`config.mk`:
```
export PLATFORM = sky130hd
export DESIGN_NAME = if_fetch_queue
export DESIGN_NICKNAME = d
export VERILOG_FILES = /design/src/rtl/if_fetch_queue.sv
export SDC_FILE = /design/constraint.sdc
export NUM_CORES = 1
export LEC_CHECK = 0
export CORE_ASPECT_RATIO = 1.25
export CORE_MARGIN = 10
export CORE_UTILIZATION = 50
export DETAILED_ROUTE_END_ITERATION = 7
export PLACE_DENSITY = 0.73
export SKIP_CTS_REPAIR_TIMING = 1
export SLEW_MARGIN = 30
export SYNTH_ARGS = -nofsm -noshare
export SYNTH_HDL_FRONTEND = slang
export SYNTH_SLANG_ARGS = --single-unit
export TNS_END_PERCENT = 5
```
`constraint.sdc`:
```
create_clock -name clk -period 3.3 [get_ports clk]
set_clock_uncertainty 0.05 [all_clocks]
set_input_delay 0.33 -clock clk [delete_from_list [all_inputs] [get_ports clk]]
set_output_delay 0.33 -clock clk [all_outputs]
set_load 0.01 [all_outputs]
```
`src/rtl/if_fetch_queue.sv`:
```
// IF-stage fetch issue and in-order instruction queue toward ID, with redirect drop handling.
// Optional performance counters (perf_drop_o, perf_bubble_o) are enabled by defining IFQ_PERF_EN.
module if_fetch_queue #(
  parameter int unsigned DEPTH = 4
) (
  input  logic        clk,
  input  logic        reset,
  input  logic [29:0] pc_i,
  output logic        pc_write_o,
  output logic        imem_req_o,
  output logic [29:0] imem_addr_o,
  input  logic        imem_gnt_i,
  input  logic        imem_rvalid_i,
  input  logic [31:0] imem_rdata_i,
  input  logic        flush_i,
  output logic        id_valid_o,
  input  logic        id_ready_i,
  output logic [31:0] id_instr_o,
  output logic [29:0] id_pc_o
`ifdef IFQ_PERF_EN
  ,
  output logic [31:0] perf_drop_o,
  output logic [31:0] perf_bubble_o
`endif
);
  localparam int unsigned AW = $clog2(DEPTH);
  localparam int unsigned PW = AW + 1;
  localparam logic [PW-1:0] ONE = PW'(1);

  logic [29:0]      r_pc    [DEPTH];
  logic [31:0]      r_instr [DEPTH];
  logic [DEPTH-1:0] r_filled;
  logic [PW-1:0]    r_wr;
  logic [PW-1:0]    r_fill;
  logic [PW-1:0]    r_rd;
  logic [PW-1:0]    r_drop_cnt;

  logic [PW-1:0] w_alloc_cnt;
  logic [PW-1:0] w_outstanding;
  logic [PW-1:0] w_drop_next;
  logic [AW-1:0] w_wr_idx;
  logic [AW-1:0] w_fill_idx;
  logic [AW-1:0] w_rd_idx;
  logic          w_full;
  logic          w_grant;
  logic          w_rsp_accept;
  logic          w_rsp_orphan;
  logic          w_pop;

  assign w_alloc_cnt   = r_wr - r_rd;
  assign w_outstanding = r_wr - r_fill;
  assign w_wr_idx      = r_wr[AW-1:0];
  assign w_fill_idx    = r_fill[AW-1:0];
  assign w_rd_idx      = r_rd[AW-1:0];
  assign w_full        = (r_wr[AW] != r_rd[AW]) && (w_wr_idx == w_rd_idx);

  // Outputs are gated by reset so they read 0 while reset is held, not just after the edge.
  assign imem_req_o  = reset && !flush_i && (r_drop_cnt == '0) && !w_full;
  assign imem_addr_o = pc_i;
  assign w_grant     = imem_req_o && imem_gnt_i;
  assign pc_write_o  = reset && (flush_i || w_grant);

  assign id_valid_o = (w_alloc_cnt != '0) && r_filled[w_rd_idx];
  assign id_instr_o = r_instr[w_rd_idx];
  assign id_pc_o    = r_pc[w_rd_idx];
  assign w_pop      = id_valid_o && id_ready_i && !flush_i;

  assign w_rsp_accept = imem_rvalid_i && !flush_i && (r_drop_cnt == '0) && (w_outstanding != '0);
  assign w_rsp_orphan = imem_rvalid_i && !flush_i && (r_drop_cnt == '0) && (w_outstanding == '0);

  // A flush-cycle response belongs to the old stream, so it is charged against the new drop count.
  always_comb begin
    w_drop_next = r_drop_cnt;
    if (flush_i) begin
      w_drop_next = r_drop_cnt + w_outstanding;
      if (imem_rvalid_i && (w_drop_next != '0)) begin
        w_drop_next = w_drop_next - ONE;
      end
    end else if (imem_rvalid_i && (r_drop_cnt != '0)) begin
      w_drop_next = r_drop_cnt - ONE;
    end
  end

  always_ff @(posedge clk or negedge reset) begin
    if (!reset) begin
      r_wr       <= '0;
      r_fill     <= '0;
      r_rd       <= '0;
      r_drop_cnt <= '0;
      r_filled   <= '0;
      for (int unsigned i = 0; i < DEPTH; i++) begin
        r_pc[i]    <= '0;
        r_instr[i] <= '0;
      end
    end else if (flush_i) begin
      r_wr       <= '0;
      r_fill     <= '0;
      r_rd       <= '0;
      r_filled   <= '0;
      r_drop_cnt <= w_drop_next;
    end else begin
      r_drop_cnt <= w_drop_next;
      if (w_grant) begin
        r_pc[w_wr_idx]     <= pc_i;
        r_filled[w_wr_idx] <= 1'b0;
        r_wr               <= r_wr + ONE;
      end
      if (w_rsp_accept) begin
        r_instr[w_fill_idx]  <= imem_rdata_i;
        r_filled[w_fill_idx] <= 1'b1;
        r_fill               <= r_fill + ONE;
      end
      if (w_pop) begin
        r_filled[w_rd_idx] <= 1'b0;
        r_rd               <= r_rd + ONE;
      end
    end
  end

`ifdef IFQ_PERF_EN
  logic        w_rsp_discard;
  logic [31:0] r_perf_drop;
  logic [31:0] r_perf_bubble;

  assign w_rsp_discard = imem_rvalid_i && (flush_i || (r_drop_cnt != '0));

  always_ff @(posedge clk or negedge reset) begin
    if (!reset) begin
      r_perf_drop   <= '0;
      r_perf_bubble <= '0;
    end else begin
      if (w_rsp_discard) begin
        r_perf_drop <= r_perf_drop + 32'd1;
      end
      if (!id_valid_o && id_ready_i) begin
        r_perf_bubble <= r_perf_bubble + 32'd1;
      end
    end
  end

  assign perf_drop_o   = r_perf_drop;
  assign perf_bubble_o = r_perf_bubble;
`endif

`ifndef SYNTHESIS
  a_no_orphan_rsp: assert property (@(posedge clk) disable iff (!reset) !w_rsp_orphan);
`endif

endmodule

```
==> out/qor.csv <==
metric,value,unit
DR vias,6809,
"Core Util, Final",0.621,
overall die width,161,um
vias per cell,5.46,
share of layout cells above drive strength 1,0.427,
Post-Route WL,25800,um
post-synthesis sequential element count,264,
Cells after Synth,754,
Worst Slack Setup Final,0.150,ns
peak fanout along the critical path,13,
clock share of power,0.365,
Crit Path Class,reg -> out,
number of flops mapped to enable cells by yosys,0,
Critical Path Slowest Stage Cell,dfrtp_4,
Worst-path clk slew,0.06,ns
Cell Pwr Density,565,mW/mm^2
Initial Util,0.505,
gpl congestion,0.780,
DP Worst Slack,0.314,ns
antenna cell count,0,
unrepaired setup endpoints after global routing,false,
final hold slack,0.447,ns
Pint,0.00651,W
Num CTS Buffers,28,
Syn. warnings,0,
Die Y-Extent,196,um
first-pass GRT wire length,42500,um
"Seq/Total Area, Yosys",0.535,
1st-pass router iterations,4,
root buffer cell,clkbuf_16,
final period utilization,0.955,
status,completed,
DRC Markers,0,
Placement Cell Area,0.0142,mm^2
relative slew slack,0.572,
Final min period,3.15,ns
vias in the first global route,7647,
Async SR Flop Fraction,1.00,
final setup vio count,0,
Post-Syn Area per Cell,16.4,um^2
Core ar.,0.0244,mm^2
die area,0.0314,mm^2
ANT nets after route,0,
net count after synthesis,845,
drt initial violations,188,
Max Fclk,317,MHz
worst min path class,in -> reg,
"Slew Viols, Final",0,
# H-tree levels,1,
CP max stage delay,0.60,ns
Net Sw Power,0.00207,W
Yosys cell types,40,
Port Buf Inserts,162,
"most common cell after layout, fill and taps aside",dfrtp_1,
Row Count,64,
"Hold Vio Cnt, Final",0,
Synth Flop Type,dfrtp_1,
gr ovfl total,0,
initial antenna violation count,0,
GRT Resource Usage Total,0.164,
DR WL/cell,20.7,um
peak supply drop,0.000430,V
TNS Setup,0,ns
Comb pwr share,0.204,
CTS tree,done,
CP startpoint kind,flop,
CP Cell Sequence,ha_1 > fa_1 > xor3_4 > o21a_1 > clkdlybuf4s50_1,
P&R area growth vs syn,22.9,%
largest net degree at the start of global routing,120,
worst slew pin tran,0.643,ns
crit end category,primary output,
CTS sink count,264,
# IOs,163,
Worst EP arrival,2.77,ns
Layout Nets,989,
Sequential Power Share,0.431,
WP data required,2.92,ns
CTS Buffer Depth,3,
Skew-Pair Late Insertion Delay,0.53,ns
post-DP HPWL,16700,um
sw frac,0.241,
post-route cell area,0.0152,mm^2
maxcap violations,0,
Mapped Area,0.0123,mm^2
"commonest non-fill, non-tap cells in the layout","dfrtp_1, mux2_2, clkdlybuf4s50_1",
LEAKAGE,7.19,nW
-- per-layer routing --
| metal | vias to the layer above | routed length, um | GRT usage |
|---|---|---|---|
| met4 | 0 | 246 | 0.0272 |
| met2 | 158 | 12500 | 0.269 |
| met1 | 3580 | 11500 | 0.217 |
| met3 | 21 | 1610 | 0.0450 |
| li1 | 3050 | - | - |
| met5 | - | 0 | 0 |
-- synth_stat cells (6+ instances only) --
library cell,count,share of area
dfrtp_1,264,0.54
buf_6,11,0.010
buf_2,19,0.0077
nand2_1,6,0.0018
mux2_2,222,0.20
xnor2_1,7,0.0050
ha_1,20,0.020
buf_4,30,0.018
inv_1,15,0.0046
mux2_4,28,0.034
nor2_1,7,0.0021
mux4_2,63,0.11
-- final cells by class --
class | instances | area, um^2
tap | 330 | 413
timing repair buffer | 185 | 1940
clock inverter | 7 | 92.6
inverter | 15 | 56.3
multi-input combinational | 404 | 5220
fill | 1851 | 9250
clock buffer | 43 | 838
sequential | 264 | 6610
-- registers in the layout, summed over array words and instances, names as in the netlist --
name and flops:
r_drop_cnt 3, r_fill 3, r_filled 4, r_instr 128, r_pc 120, r_rd 3
r_wr 3
-- power groups by stage --
stage	clock, W	sequential (W)	combinational (W)
after global placement	0	0.00373	0.00175
after CTS	0.00322	0.00369	0.00178
final	0.00313	0.00369	0.00175
after floorplan	0	0.00369	0.000910
after detailed placement	0	0.00375	0.00177
after global routing	0.00337	0.00373	0.00191
-- stage by stage --
stage | total power (W) | std cells
after floorplan | 0.00460 | 754
after global placement | 0.00548 | 1195
after detailed placement | 0.00552 | 1196
after CTS | 0.00870 | 1246
after global routing | 0.00900 | 1248
final | 0.00858 | 1248
-- path summary, 6_finish.rpt --
kind / endpoint / start / slack, ns / cells after the start
worst max-delay path: id_valid_o / r_rd[0]$_DFFE_PN0P_ / 0.15 / 5
worst min-delay path: r_instr[4]$_DFFE_PN0P_ / imem_rdata_i[4] / 0.45 / 2
max in group asynchronous: r_instr[57]$_DFFE_PN0P_ / reset / 1.58 / 5
min in group asynchronous: r_instr[65]$_DFFE_PN0P_ / reset / 0.47 / 3
worst max register to register: r_drop_cnt[2]$_DFFE_PN0P_ / r_wr[0]$_DFFE_PN0N_ / 0.30 / 11
worst min register to register: r_instr[33]$_DFFE_PN0P_ / r_instr[33]$_DFFE_PN0P_ / 0.45 / 1
-- cell families after synthesis --
logic type / synth area share
mux: 0.353
flops: 0.535
buf+inv: 0.0478
simple gates: 0.0121
compound gates: 0.0159
fa+ha+maj: 0.0251
xor+xnor: 0.0106
-- critical path, delay by kind of cell, from the launching register on --
kind / cells / cell delay (ns)
fa+ha+maj: 2 / 0.61
flops: 1 / 0.60
buf+inv: 1 / 0.51
xor+xnor: 1 / 0.32
compound gates: 1 / 0.22
Power figures use the tool's default switching activity.
